==> src/rtl/uart_tx_fifo.sv <==
// rtl/uart_tx_fifo.sv - UART transmitter fed by a word FIFO, start/data/parity/stop framing
module uart_tx_fifo #(
    parameter int DATA_BITS  = 8,
    parameter int PARITY     = 0,
    parameter int STOP_BITS  = 1,
    parameter int FIFO_DEPTH = 16,
    parameter int DIV_WIDTH  = 16
) (
    input  logic                          clock,
    input  logic                          reset_n,
    input  logic [DIV_WIDTH-1:0]          divisor,
    input  logic [DATA_BITS-1:0]          data,
    input  logic                          valid,
    output logic                          ready,
    output logic                          tx,
    output logic                          busy,
    output logic [$clog2(FIFO_DEPTH):0]   level
);

    localparam int AW = $clog2(FIFO_DEPTH);
    localparam int LW = AW + 1;

    typedef enum logic [2:0] {
        S_IDLE,
        S_START,
        S_DATA,
        S_PARITY,
        S_STOP
    } state_t;

    logic [DATA_BITS-1:0] mem [FIFO_DEPTH];
    logic [AW-1:0]        wr_ptr;
    logic [AW-1:0]        rd_ptr;
    logic [DATA_BITS-1:0] head;
    logic                 push;
    logic                 pop;

    state_t               state;
    logic [DIV_WIDTH-1:0] div_q;
    logic [DIV_WIDTH-1:0] baud_cnt;
    logic [3:0]           bit_cnt;
    logic [DATA_BITS-1:0] shreg;
    logic                 par_q;
    logic                 bit_end;
    logic                 last_stop;

    assign ready     = (level < LW'(FIFO_DEPTH));
    assign push      = valid & ready;
    assign head      = mem[rd_ptr];
    assign bit_end   = (baud_cnt == div_q);
    assign last_stop = (state == S_STOP) && bit_end && (bit_cnt == 4'(STOP_BITS - 1));
    // A new frame starts from idle, or seamlessly at the last clock of the final stop bit.
    assign pop       = (level != '0) && ((state == S_IDLE) || last_stop);
    assign busy      = (state != S_IDLE) | (level != '0);

    always_ff @(posedge clock) begin
        if (push) begin
            mem[wr_ptr] <= data;
        end
    end

    always_ff @(posedge clock or negedge reset_n) begin
        if (!reset_n) begin
            wr_ptr <= '0;
            rd_ptr <= '0;
            level  <= '0;
        end else begin
            if (push) begin
                wr_ptr <= wr_ptr + 1'b1;
            end
            if (pop) begin
                rd_ptr <= rd_ptr + 1'b1;
            end
            case ({push, pop})
                2'b10:   level <= level + 1'b1;
                2'b01:   level <= level - 1'b1;
                default: level <= level;
            endcase
        end
    end

    always_ff @(posedge clock or negedge reset_n) begin
        if (!reset_n) begin
            state    <= S_IDLE;
            tx       <= 1'b1;
            div_q    <= '0;
            baud_cnt <= '0;
            bit_cnt  <= '0;
            shreg    <= '0;
            par_q    <= 1'b0;
        end else if (pop) begin
            // Divisor and parity are captured once per frame so later changes wait a frame.
            state    <= S_START;
            tx       <= 1'b0;
            div_q    <= divisor;
            baud_cnt <= '0;
            bit_cnt  <= '0;
            shreg    <= head;
            par_q    <= (^head) ^ (PARITY == 2);
        end else begin
            case (state)
                S_IDLE: begin
                    tx       <= 1'b1;
                    baud_cnt <= '0;
                    bit_cnt  <= '0;
                end
                S_START: begin
                    if (bit_end) begin
                        state    <= S_DATA;
                        tx       <= shreg[0];
                        baud_cnt <= '0;
                    end else begin
                        baud_cnt <= baud_cnt + 1'b1;
                    end
                end
                S_DATA: begin
                    if (bit_end) begin
                        baud_cnt <= '0;
                        if (bit_cnt == 4'(DATA_BITS - 1)) begin
                            bit_cnt <= '0;
                            if (PARITY != 0) begin
                                state <= S_PARITY;
                                tx    <= par_q;
                            end else begin
                                state <= S_STOP;
                                tx    <= 1'b1;
                            end
                        end else begin
                            bit_cnt <= bit_cnt + 1'b1;
                            shreg   <= shreg >> 1;
                            tx      <= shreg[1];
                        end
                    end else begin
                        baud_cnt <= baud_cnt + 1'b1;
                    end
                end
                S_PARITY: begin
                    if (bit_end) begin
                        state    <= S_STOP;
                        tx       <= 1'b1;
                        baud_cnt <= '0;
                    end else begin
                        baud_cnt <= baud_cnt + 1'b1;
                    end
                end
                S_STOP: begin
                    if (bit_end) begin
                        baud_cnt <= '0;
                        if (bit_cnt == 4'(STOP_BITS - 1)) begin
                            state   <= S_IDLE;
                            bit_cnt <= '0;
                        end else begin
                            bit_cnt <= bit_cnt + 1'b1;
                        end
                        tx <= 1'b1;
                    end else begin
                        baud_cnt <= baud_cnt + 1'b1;
                    end
                end
                default: begin
                    state <= S_IDLE;
                    tx    <= 1'b1;
                end
            endcase
        end
    end

endmodule
==> config.mk <==
export PLATFORM = sky130hd
export DESIGN_NAME = uart_tx_fifo
export DESIGN_NICKNAME = d
export VERILOG_FILES = /design/src/rtl/uart_tx_fifo.sv
export SDC_FILE = /design/constraint.sdc
export NUM_CORES = 1
export LEC_CHECK = 0
export BUFFER_PORTS_ARGS = -buffer_cell sky130_fd_sc_hd__buf_4
export CAP_MARGIN = 40
export CORE_MARGIN = 2
export CORE_UTILIZATION = 40
export CTS_BUF_LIST = sky130_fd_sc_hd__clkbuf_4 sky130_fd_sc_hd__clkbuf_8
export CTS_CLUSTER_DIAMETER = 80
export CTS_CLUSTER_SIZE = 16
export DETAILED_ROUTE_END_ITERATION = 8
export PLACE_DENSITY = 0.6
export SLEW_MARGIN = 5
export SYNTH_ARGS = -nofsm -noshare
export SYNTH_HDL_FRONTEND = slang
export SYNTH_SLANG_ARGS = --single-unit
==> constraint.sdc <==
create_clock -name clock -period 2.9 [get_ports clock]
set_input_delay 0.725 -clock clock [delete_from_list [all_inputs] [get_ports clock]]
set_output_delay 0.725 -clock clock [all_outputs]
set_load 0.03 [all_outputs]
After elaboration in Yosys (flattened, before gate mapping)
Memory sizes are Yosys's and may differ from the RTL's.
Index checks and enable logic that the tools add are counted.
- bits in registers: 61
- RAM bits: 128
- input port bits: 27
- output and inout port bits: 8
- logic and storage cells: 85
- memories: 1
- memory list (memory ; words ; bits a word ; read ports ; clocked after Yosys merged registers in ; write ports ; line ; RTL):
    mem ; 16 ; 8 ; 1 ; 0 ; 1 ; 31 ; logic [DATA_BITS-1:0] mem [FIFO_DEPTH];
- $add $sub $neg: 6
- order comparisons: 1
- equal/unequal tests: 17
- mux-type cells: 30
- bitwise logic cells: 2
- reductions and logical operators: 19
- operators by type and width (kind ; number):
    two-way mux 16 bit ; 2
    two-way mux 8 bit ; 4
    one-hot mux 16 bit (2 select lines) ; 1
    two-way mux 3 bit ; 7
    two-way mux 4 bit ; 5
    adder 16 x 1 -> 16 bit (second input constant) ; 1
    == test 16 bit ; 1
    inequality test 3 bit (second input constant) ; 5
    one-hot mux 3 bit (5 select lines) ; 1
    adder 4 x 1 -> 4 bit (second input constant) ; 3
    one-hot mux 4 bit (3 select lines) ; 1
    one-hot mux 5 bit (2 select lines) ; 1
    AND reduction 3 bit ; 3
    two-way mux 1 bit ; 7
    AND reduction 7 bit ; 1
    == test 3 x 2 -> 1 bit (second input constant) ; 2
    nonzero test 2 bit ; 3
    nonzero test 3 bit ; 2
    adder 5 x 1 -> 5 bit (second input constant) ; 1
    < comparator 5 bit (second input constant) ; 1
    nonzero test 5 bit ; 1
    subtractor 5 x 1 -> 5 bit (second input constant) ; 1
    == test 4 x 3 -> 1 bit (second input constant) ; 1
    logical NOT 4 bit ; 1
    16 further kinds ; 19

Depth between registers and ports, before layout
- word-level depth: 7
- depth in mapped cells: 16

Least setup slack after synthesis
OpenSTA, ideal clock, no wires.
- kind: register to register
- from: register level[1]
- to: register level[4]
- setup time: 132 ps
- arrival time: 2909 ps
- required time: 2768 ps
- slack: -141 ps
- stages on the path, launching flop included: 16
- period minus slack after synthesis: 3041 ps
- path through: dfrtp_1 > or3_1 > o31ai_2 > nor2_1 > a21oi_2 > inv_2 > buf_2 > ha_1 > clkbuf_1 > xor2_1 > ha_1 > a21oi_1 > o21ai_0 > a22oi_1 > nor2_1 > xnor2_1
- cells in the longest elaborated chain, start to end: 4
- RTL lines (what ; line ; RTL):
    start: declaration ; 17 ; output logic [$clog2(FIFO_DEPTH):0] level
    start signal: assignment ; 75 ; 2'b10: level <= level + 1'b1;
    start signal: assignment ; 76 ; 2'b01: level <= level - 1'b1;
    start signal: assignment ; 77 ; default: level <= level;
    nonzero test 5 bit * ; 53 ; assign pop = (level != '0) && ((state == S_IDLE) || last_stop);
    logical AND 1 bit * ; 53 ;
    net pop ; 36 ; logic pop;
    == test 2 x 1 -> 1 bit / == test 2 bit (equally long branches) ; 74 ; case ({push, pop})
    one-hot mux 5 bit (2 select lines) / nonzero test 2 bit (equally long branches) ; -- ;
Mark *: on every way through the listed nets, which the timed path passes. The rest lies on a longest branch.
A chain may end at the register's enable or synchronous reset.

Worst setup path after layout
- from: register level[2]
- to: register level[4]
- cells in the longest elaborated chain, start to end: 4
- RTL lines (what ; line):
    < comparator 5 bit / nonzero test 5 bit (equally long branches) ; 47, 53
    AND 1 bit / logical AND 1 bit (equally long branches) ; 48, 53
    == test 2 x 1 -> 1 bit / == test 2 bit (equally long branches) ; 74
    one-hot mux 5 bit (2 select lines) / nonzero test 2 bit (equally long branches) ; --
Parallel ways exist; a longest one is shown, timed or not.

==> impl_metrics.csv <==
group,metric,value,unit
routing,drt-total-wl,16.09,mm
timing,tightest_slew,789.8,ps
clocking,cts.sinks,189,
die,die_area,21570,µm²
routing,num_vias,4405,
global_route,track_usage,15.79,%
timing,max_freq,0.3777,GHz
timing,hold_violations,0,
run_status,status,"completed",
timing,slew-limit-headroom,47.35,%
die,ios,35,
die,die_h,146.9,µm
logic_synthesis,syn_area,8165,µm²
timing,skew,17.28,ps
die,num_rows,52,
place,gp_congestion,0.7877,
routing,routedWlPerCell,19.02,µm
global_route,grt_max_degree,62,
clocking,cts_setup_buffers,0,
clocking,htree_levels,4,
setup_path,path_class,"flop to flop",
job,maxCapViolCount,0,
clocking,clockBufferDepth,2,
logic_synthesis,synth.distinct_cells,53,
global_route,grt_remaining_overflow,0,
final_layout,final-seq-area,5375,µm²
clocking,tritoncts,"built",
logic_synthesis,yosysWarnings,0,
logic_synthesis,synth_cells,522,
setup_path,crit_required,3260,ps
die,coreArea,20100,µm²
clocking,clock_latency,470,ps
setup_path,start_kind,"flop",
clocking,cts-root-buf,"clkbuf_8",
global_route,grt_pass1_vias,4600,
worst_hold_path,hold_class,"input port to async pin",
final_layout,n_antenna_cell,0,
logic_synthesis,avgSynthCellArea,15.64,µm²
routing,topRoutingLayerUsed,"met4",
logic_synthesis,async_flop_share,32.28,%
timing,post-route-period-util,91.31,%
routing,ant_nets,0,
setup_path,crit_path_max_fanout,6,
clocking,cts_resized,0,
clocking,clk_pin_slew,100,ps
logic_synthesis,synth_seq_area_share,65.78,%
timing,finalSetupViolations,0,
die,die_w,146.9,µm
routing,met2_wirelength,8.161,mm
final_layout,fin_util,45.76,%
die,start_util,40.61,%
routing,drtIter0Drc,281,
power_and_ir_drop,power.leakage,3.259,nW
power_and_ir_drop,p_per_area,902.6,nW/µm²
final_layout,area_growth,12.67,%
clocking,cts_buffers,17,
final_layout,num-fill-cells,1703,
power_and_ir_drop,ir_worst_vdd,499.9,µV
place,dp_hpwl,10.61,mm
routing,met1Wirelength,7.228,mm
logic_synthesis,ys.flop_type,"edfxtp_1",
timing,fin_crit,2648,ps
routing,post-route-drc-count,0,
final_layout,layout-drive-gt1-share,22.57,%
routing,vias_per_cell,5.207,
routing,routed-wl-met3,516,µm
final_layout,nets,601,
global_route,grt_pass1_wl,25.65,mm
final_layout,multi_input_area,2620,µm²
timing,maxSlewViolCount,0,
clocking,hold_buffers,0,
setup_path,cp.arrival,3000,ps
logic_synthesis,syn_nets,560,
timing,grt_setup_unrepaired,"no",
global_route,antenna_found_initial,0,
routing,dr.pass1.iters,6,
logic_synthesis,synth_enable_flop_cells,128,
logic_synthesis,ys_ff_latch,189,
timing,tns,0,ps
place,port_buffers,34,
setup_path,crit_path_end_kind,"flop",
layout by cell type (no fill, tap or decap), drive strengths merged, types with 5 or more instances in the layout:
master and count:
a21oi 12, ha 11, nor2b 9, o31ai 7, clkinv 6, xor2 9, dfrtp 60, buf 48
nor3 5, nand3 9, a221o 6, o21ai 22, nand4 7, nand2 31, inv 20, mux2i 10
and2 17, mux4 33, edfxtp 128, mux2 18, xnor2 25, a211oi 13, nor2 20, clkbuf 17
kinds of logic after synthesis:
group / count (synthesis) / share of synthesized area (%)
xor gates and xnor gates: 34 / 3.647
adders and majority gates: 11 / 1.686
AOI/OAI and AO/OA: 71 / 6.022
DFF: 189 / 65.78
buffers and inverters: 39 / 2.298
and+or+nand+nor: 117 / 7.753
muxes: 61 / 12.81
synth_stat cells (all sizes together) (2+ instances only):
cell,instances,area [µm²]
a211oi,13,97.59
a21oi,12,75.08
a221o,6,60.06
a22o,3,26.28
a22oi,2,15.01
and2,17,106.4
and3,4,25.02
buf,13,90.08
clkbuf,13,48.80
dfrtp,60,1501
edfxtp,128,3844
ha,11,137.6
inv,13,48.79
mux2,18,202.7
mux2i,10,100.1
mux4,33,743.2
nand2,31,116.4
nand2b,4,25.02
nand3,9,45.04
nand4,7,43.79
nor2,20,77.58
nor2b,9,56.30
nor3,5,41.29
nor3b,2,15.01
o21ai,22,110.1
o31ai,7,57.55
or3,4,25.02
xnor2,25,219.0
xor2,9,78.83
power by group:
group,leakage [nW],internal [mW],total (mW),switching (mW)
Sequential,1.91,3.30,3.75,0.454
Combinational,1.13,1.34,2.70,1.36
Clock,0.217,0.760,1.86,1.10
registers in the layout, indices dropped and copies added (netlist names):
name and flops:
baud_cnt 16, bit_cnt 4, div_q 16, level 5, mem 128, rd_ptr 4
shreg 8, state 3, tx 1, wr_ptr 4
final timing paths:
path	startpoint	to	slack (ps)	cells past startpoint
setup / recovery	level[2]	level[4]	250	13
hold / removal	reset_n	level[3]	330	1
setup reg to reg	level[2]	level[4]	250	13
hold reg to reg	tx	tx	480	2
max in group asynchronous	reset_n	level[1]	2000	1
min in group clock	divisor[13]	div_q[13]	460	2
critical path, cell delays in order (launching register included):
cell     delay [ps]
dfrtp_2         450
or3_4           420
o31ai_4         190
nor2_1           90
a21oi_2         170
inv_2            60
ha_1            200
xor2_1          170
ha_1            220
a21oi_1         140
o21ai_0          90
a22oi_1         160
nor2_1           70
xnor2_1         120
cell type report:
class                   instances  share of cell area [%]
clock inverters                15                   2.298
clock buffers                  17                   2.543
inverters                      13                  0.5304
well taps                     270                   3.672
flip-flops and latches        189                   58.43
repair buffers                 48                   4.053
multi-input cells             294                   28.48
stage by stage:
stage                     area, µm²  std cells  setup slack [ps]  hold slack (ps)  total power [mW]
after floorplan                8185        522             9.895            429.4             5.747
after CTS                      9200        846             233.9            344.0             8.415
after detailed placement       8755        814             251.7            464.4             6.557
final                          9200        846             252.1            330.3             8.304
after global placement         8747        813             308.0            457.6             6.476
after global routing           9200        846             70.87            377.9             8.763
per-layer routing:
layer / GRT usage, % / vias to the layer above
met5: 0 / -
met4: 4.029 / 0
met3: 3.696 / 13
met2: 26.76 / 83
met1: 20.67 / 2252
li1: - / 2057
Power figures use the tool's default switching activity.
